### src/rtl/h_secded_decoder_pipe.sv
// h_secded_decoder_pipe: two-stage extended-Hamming SECDED decoder with valid/ready
// flow control on both sides and saturating corrected/detected error counters.
`default_nettype none

module h_secded_decoder_pipe #(
    parameter int R     = 6,
    parameter int CNT_W = 16,
    localparam int N    = 1 << R,
    localparam int K    = N - R - 1
) (
    input  logic             i_Clk,
    input  logic             i_Rst_n,
    input  logic             i_Valid,
    output logic             o_Ready,
    input  logic [N-1:0]     i_CodeWord,
    input  logic             i_CorrEn,
    output logic             o_Valid,
    input  logic             i_Ready,
    output logic [K-1:0]     o_DecodWord,
    output logic [R-1:0]     o_Syndrome,
    output logic             o_ErrorC,
    output logic             o_ErrorD,
    input  logic             i_CntClr,
    output logic [CNT_W-1:0] o_CntC,
    output logic [CNT_W-1:0] o_CntD
);

    // Codeword position of data bit k: k-th non-power-of-two position >= 3.
    function automatic int data_pos(input int k);
        int cnt;
        data_pos = 0;
        cnt      = 0;
        for (int p = 3; p < N; p++) begin
            if ((p & (p - 1)) != 0) begin
                if (cnt == k) data_pos = p;
                cnt++;
            end
        end
    endfunction

    logic           ld1, ld2, in_hs, out_hs;
    logic [R-1:0]   syn0;
    logic           pm0;

    logic           v1, en1, pm1;
    logic [N-1:0]   cw1;
    logic [R-1:0]   syn1;

    logic [N-1:0]   fixed;
    logic [K-1:0]   data_x;
    logic           syn_nz, err_c_nx, err_d_nx;

    logic           v2, err_c, err_d;
    logic [K-1:0]   data2;
    logic [R-1:0]   syn2;
    logic [CNT_W-1:0] cnt_c, cnt_d;

    assign ld2    = ~v2 | i_Ready;
    assign ld1    = ~v1 | ld2;
    assign in_hs  = i_Valid & ld1;
    assign out_hs = v2 & i_Ready;

    always_comb begin
        syn0 = '0;
        for (int p = 1; p < N; p++) begin
            for (int j = 0; j < R; j++) begin
                if (p[j]) syn0[j] = syn0[j] ^ i_CodeWord[p];
            end
        end
    end

    assign pm0 = ^i_CodeWord;

    always_ff @(posedge i_Clk or negedge i_Rst_n) begin
        if (!i_Rst_n) begin
            v1   <= 1'b0;
            en1  <= 1'b0;
            pm1  <= 1'b0;
            cw1  <= '0;
            syn1 <= '0;
        end else if (ld1) begin
            v1 <= in_hs;
            if (in_hs) begin
                cw1  <= i_CodeWord;
                en1  <= i_CorrEn;
                syn1 <= syn0;
                pm1  <= pm0;
            end
        end
    end

    // Syndrome 0 with pm set points at the overall parity bit, which carries no data.
    always_comb begin
        fixed = cw1;
        if (en1 && pm1) fixed[syn1] = ~cw1[syn1];
    end

    for (genvar k = 0; k < K; k++) begin : g_extract
        localparam int P = data_pos(k);
        assign data_x[k] = fixed[P];
    end

    assign syn_nz   = |syn1;
    assign err_c_nx = en1 & pm1;
    assign err_d_nx = en1 ? (~pm1 & syn_nz) : (pm1 | syn_nz);

    always_ff @(posedge i_Clk or negedge i_Rst_n) begin
        if (!i_Rst_n) begin
            v2    <= 1'b0;
            data2 <= '0;
            syn2  <= '0;
            err_c <= 1'b0;
            err_d <= 1'b0;
        end else if (ld2) begin
            v2 <= v1;
            if (v1) begin
                data2 <= data_x;
                syn2  <= syn1;
                err_c <= err_c_nx;
                err_d <= err_d_nx;
            end
        end
    end

    // Clear has priority over a same-cycle increment.
    always_ff @(posedge i_Clk or negedge i_Rst_n) begin
        if (!i_Rst_n) begin
            cnt_c <= '0;
            cnt_d <= '0;
        end else if (i_CntClr) begin
            cnt_c <= '0;
            cnt_d <= '0;
        end else if (out_hs) begin
            if (err_c && !(&cnt_c)) cnt_c <= cnt_c + 1'b1;
            if (err_d && !(&cnt_d)) cnt_d <= cnt_d + 1'b1;
        end
    end

    assign o_Ready     = ld1;
    assign o_Valid     = v2;
    assign o_DecodWord = data2;
    assign o_Syndrome  = syn2;
    assign o_ErrorC    = err_c;
    assign o_ErrorD    = err_d;
    assign o_CntC      = cnt_c;
    assign o_CntD      = cnt_d;

endmodule

`default_nettype wire
### config.mk
export PLATFORM = sky130hd
export DESIGN_NAME = h_secded_decoder_pipe
export DESIGN_NICKNAME = d
export VERILOG_FILES = /design/src/rtl/h_secded_decoder_pipe.sv
export SDC_FILE = /design/constraint.sdc
export NUM_CORES = 1
export LEC_CHECK = 0
export ABC_CLOCK_PERIOD_IN_PS = 4470
export CORE_MARGIN = 2
export CORE_UTILIZATION = 58
export CTS_CLUSTER_DIAMETER = 200
export DETAILED_ROUTE_END_ITERATION = 16
export DONT_BUFFER_PORTS = 1
export PLACE_DENSITY = 0.74
export SETUP_SLACK_MARGIN = 0.02
export SLEW_MARGIN = 15
export SYNTH_ARGS = -nofsm -noshare
export SYNTH_HDL_FRONTEND = slang
export SYNTH_SLANG_ARGS = --single-unit
### constraint.sdc
create_clock -name i_Clk -period 4.47 [get_ports i_Clk]
set_input_delay 0.894 -clock i_Clk [delete_from_list [all_inputs] [get_ports i_Clk]]
set_output_delay 0.894 -clock i_Clk [all_outputs]
set_load 0.01 [all_outputs]
==> run metrics, run 1 <==
#FFs+latches synth=170; wirelength, routed=between 20000 and 25000 um; endpoint type of the worst setup path=flop; r2r endpoint=o_DecodWord[56]; FFs w/ async S/R, synth=100%; max-slew violations=0; Power Dens Cells=~530 mW/mm^2; number of synthesized flops with an enable pin=0; Diodes inserted=0; Hold/Removal Path Class=in2async; Finished Cell Area=between 0.009 and 0.01 mm^2; share of layout cells above drive strength 1=14.9%; total track usage=28.3%; Tot Pwr=a little over 5 mW; Post-Syn Nets=939; GPL Wtd Cong=0.893; Sinks on Clock Net=170; combinational family with the most area after synthesis=XOR/XNOR gates; count of buffers from port buffering=0; number of global-route vias before repair=6391; Compound-Gate Fraction of Synth Area=13.3%; final core utilization=about 64%; post-synthesis adder-cell area fraction=0.275%; final hold viol count=0; critical-path maximum fanout=21; worst path cell trace=nand2_1, nor2_1, nand2_1, a21oi_1, a21oi_1, o21ai_0; post-cts resize count=0; ys flop type=dfrtp_1; Achievable Freq=0.369 GHz; most common cell after layout, fill and taps aside=dfrtp_1; Seq/Total Area, Yosys=46.8%; die area=approximately 0.017 mm^2; Starting Density=59.6%; hold_buf cts=0; die height=roughly 130 um; DR vias=6567; Worst Reg-to-Reg Cells=6; Worst EP arrival=between 3 and 4 ns; slowest cell on the critical path=dfrtp_1; CTS tree=done; Final Net Count=918; synthesized area=0.00909 mm^2; worst slew pin tran=1.00 ns; type of origin of the critical path=flop; slowest stage delay, CP=0.82 ns; Final Critical Period=2.71 ns; most frequent cells in the layout=170 x dfrtp_1, 114 x xnor2_1, 79 x nand2_1, 78 x mux2_2, 55 x nor2_1; Routed Antenna Nets=0; CTS root buf=clkbuf_16; post-synthesis cell type count=55; Slew HR=33.0%; DRC errors left=0; Static Leak=4.01 nW; status=finished, final reports clean; Reg-to-Reg Start=syn1[1]; CTS Buffer Depth=2; Reg clk slew, reported paths=0.06 ns; initial antenna violation count=0; Num CTS Buffers=17; xor-xnor portion of the synthesized cell area=between 10% and 20%; Layout Area Growth over Synthesis=8.02%; mean cell area of the mapped netlist=10.5 um^2; pin count of the biggest net entering global routing=171; WS Path Type=reg2reg; Core Area=0.0153 mm^2; setup violators final=0; Layout Skew=0.0118 ns; max cap viols=0; VDD IR max=approximately 0.4 mV; RSZ-0062 raised after global routing=false; wire per inst=21.9 um; CP required=roughly 4.8 ns; YS warnings=0; grt ovf=0; IO Pins=169; reg-to-reg slack, setup=1.76 ns; postcts setup bufs=0; Placed Area=0.00924 mm^2; global-route wire length before repair=35900 um; Via density=slightly above 6; worst hold margin=0.161 ns; FP Rows=45; H-tree Lvls=4; Mapped Cells=just under 900; Final period util=60.7%; post-synthesis simple-gate area fraction=10.8%; Clock Latency Late Sink=0.43 ns; Die X=129 um; drt initial violations=about 460; Detail Placement HPWL=17200 um; setup TNS=0 ns; mux cell area share after synthesis=11.5%; drt first pass iters=5
-- metal layers --
metal	routed length, um	share of wire [%]	global-route usage, %	vias to the layer above
met5	0	0	0	-
met1	10000	43	39.8	3191
met4	494	2.1	9.85	0
li1	-	-	-	3007
met2	10500	45	41.9	331
met3	2400	10	8.67	38
-- critical path: cells and delay by family (launching register included) --
family	cells	cell delay, ns
flip-flops	1	0.82
AO/OA/AOI/OAI	3	0.40
AND/OR/NAND/NOR	3	1.40
-- cell usage after synthesis, drive strengths merged (12+ instances only) --
cell	number	share of area (%)
mux2	78	9.7
xor2	25	2.4
nor3	15	0.83
nand2	81	3.3
nand3	12	0.66
clkbuf	37	1.5
xnor2	114	11
a211oi	30	2.5
mux2i	17	1.9
o21ai	44	2.4
a21oi	52	2.9
nor2	55	2.3
dfrtp	170	47
a21o	27	2.2
-- metrics by stage --
step	instances	setup WS, ns
floorplan	867	1.92
global placement	1038	1.65
detailed placement	1038	1.63
CTS	1070	1.79
global route	1070	1.65
finish	1070	1.76
-- where the power goes --
part / total, mW / switching (mW) / leakage (nW) / internal [mW]
Clock: 1.43 / 0.617 / 0.267 / 0.815
Sequential: 2.22 / 0.414 / 2.10 / 1.81
Combinational: 1.54 / 0.803 / 1.65 / 0.740
Total: 5.20 / 1.83 / 4.01 / 3.36
-- cells by family (layout without fill, tap and decap cells) --
family | count (synthesis) | count (layout)
compound gates | 190 | 190
xor+xnor | 146 | 146
fa+ha+maj | 2 | 2
buf+inv | 50 | 42
flops | 170 | 170
mux | 95 | 95
simple gates | 214 | 214
-- state kept, by name, summed over array words and instances (netlist names) --
name,cells
o_ErrorC,1
cw1,63
pm1,1
o_DecodWord,57
o_ErrorD,1
o_CntC,16
o_Syndrome,6
en1,1
o_Valid,1
o_CntD,16
v1,1
syn1,6
-- final cells by class --
class	instances	area [um^2]
repair buffers	7	52.6
well taps	211	264
multi-input cells	647	4660
flip-flops and latches	170	4250
clock inverters	12	115
fillers	1172	5430
inverters	3	11.3
clock buffers	20	467
-- worst max path at each step --
stage,from,to,cells past startpoint
after floorplan,i_CodeWord[21],pm1,6
after global placement,i_CodeWord[54],pm1,6
after detailed placement,i_CodeWord[52],pm1,6
after CTS,syn1[1],o_DecodWord[13],5
after global routing,syn1[1],o_DecodWord[3],5
final,syn1[1],o_DecodWord[56],6
(Power assumes the default switching activity.)
==> run 2: changes to the inputs <==
--- a/config.mk
+++ b/config.mk
@@ -5,7 +5,7 @@
 export SDC_FILE = /design/constraint.sdc
 export NUM_CORES = 1
 export LEC_CHECK = 0
-export ABC_CLOCK_PERIOD_IN_PS = 4470
+export ABC_CLOCK_PERIOD_IN_PS = 2550
 export CORE_MARGIN = 2
 export CORE_UTILIZATION = 58
 export CTS_CLUSTER_DIAMETER = 200
==> constraint.sdc (replaced) <==
create_clock -name i_Clk -period 2.55 [get_ports i_Clk]
set_input_delay 0.51 -clock i_Clk [delete_from_list [all_inputs] [get_ports i_Clk]]
set_output_delay 0.51 -clock i_Clk [all_outputs]
set_load 0.01 [all_outputs]
==> run metrics, run 2 (synthesized netlist as in run 1, its figures left out) <==
CP required=2.86 ns; most common cell after layout, fill and taps aside=dfrtp_1; wire per inst=21.8 um; postcts setup bufs=0; Tot Pwr=9.54 mW; Final period util=90.8%; drt initial violations=518; RSZ-0062 raised after global routing=false; DR vias=6688; H-tree Lvls=4; Static Leak=4.18 nW; Die X=129 um; Detail Placement HPWL=18000 um; Slew HR=about 58%; Final Critical Period=2.32 ns; endpoint type of the worst setup path=flop; Via density=about 6.1; VDD IR max=0.579 mV; DRC errors left=0; share of layout cells above drive strength 1=17.3%; total track usage=29.2%; wirelength, routed=23800 um; post-cts resize count=0; Num CTS Buffers=17; FP Rows=between 40 and 50; count of buffers from port buffering=0; WS Path Type=reg2reg; final core utilization=66.1%; setup TNS=0 ns; max cap viols=0; GPL Wtd Cong=0.988; Finished Cell Area=a little over 0.01 mm^2; Sinks on Clock Net=170; CTS tree=done; setup violators final=0; die height=129 um; critical-path maximum fanout=17; Achievable Freq=0.432 GHz; Critical Path End=o_DecodWord[22]; type of origin of the critical path=flop; Layout Skew=0.00848 ns; Reg clk slew, reported paths=approximately 0.07 ns; reg-to-reg slack, setup=0.23 ns; dpl cells=1063; grt ovf=0; Core Area=about 0.015 mm^2; Critical path origin=syn1[0]; CTS Buffer Depth=2; die area=0.0167 mm^2; number of global-route vias before repair=6691; largest register by flop count=cw1; final hold viol count=between 150 and 200; Final Net Count=943; Placed Area=~0.0094 mm^2; Reg-to-Reg Start=syn1[0]; Power Dens Cells=946 mW/mm^2; IO Pins=between 150 and 200; drt first pass iters=5; r2r endpoint=o_DecodWord[22]; non-filler cells in the finished layout=1095; Worst EP arrival=2.63 ns; max-slew violations=0; Diodes inserted=0; Starting Density=about 60%; CTS root buf=clkbuf_16; Worst Reg-to-Reg Cells=6; worst slew pin tran=about 0.63 ns; most frequent cells in the layout=170 x dfrtp_1, 114 x xnor2_1, 79 x nand2_1, 78 x mux2_2, 55 x nor2_1; Final WS setup=0.234 ns; Hold/Removal Path Class=in2async; max reg flops=63; Routed Antenna Nets=0; DP Worst Slack=approximately 0.16 ns; Clock Latency Late Sink=between 0.4 and 0.5 ns; violated checks=hold timing; pin count of the biggest net entering global routing=171; initial antenna violation count=0; worst hold margin=-0.224 ns; global-route wire length before repair=36900 um; Layout Area Growth over Synthesis=10.9%; status=finished, violations left
[run 2: worst min-delay path by stage]
stage,start,endpoint,cells after the start
2_1_floorplan,i_Rst_n,cw1[0],0
3_3_place_gp,i_Rst_n,o_CntD[8],0
3_5_place_dp,i_Rst_n,o_CntD[6],0
4_1_cts,i_Rst_n,o_CntD[2],0
5_1_grt,i_Rst_n,o_CntD[7],0
6_report,i_Rst_n,o_CntD[8],0
[run 2: area by class of cell]
class	instances	area (um^2)
Inverter	3	11.3
Clock inverter	15	216
Multi-Input combinational cell	647	4660
Fill cell	1155	5170
Sequential cell	170	4250
Clock buffer	17	425
Tap cell	211	264
Timing Repair Buffer	32	253
[run 2: layer usage]
layer  GRT usage (%)  part of all wire, %
met2            45.9                   47
met1            38.7                   41
met3            9.79                   11
met5               0                    0
met4            8.44                  1.6
[run 2: where the power goes]
group          total, mW  switching [mW]  internal, mW
Clock               2.77            1.11          1.66
Combinational       2.88            1.46          1.42
Sequential          3.88           0.712          3.17
[run 2: critical path, cell delays in order (launching register included)]
cell and delay [ns]:
dfrtp_1 0.74, buf_4 0.30, o31ai_1 0.09, nor3_1 0.47, o221a_2 0.33, a211oi_1 0.09, a21o_1 0.18
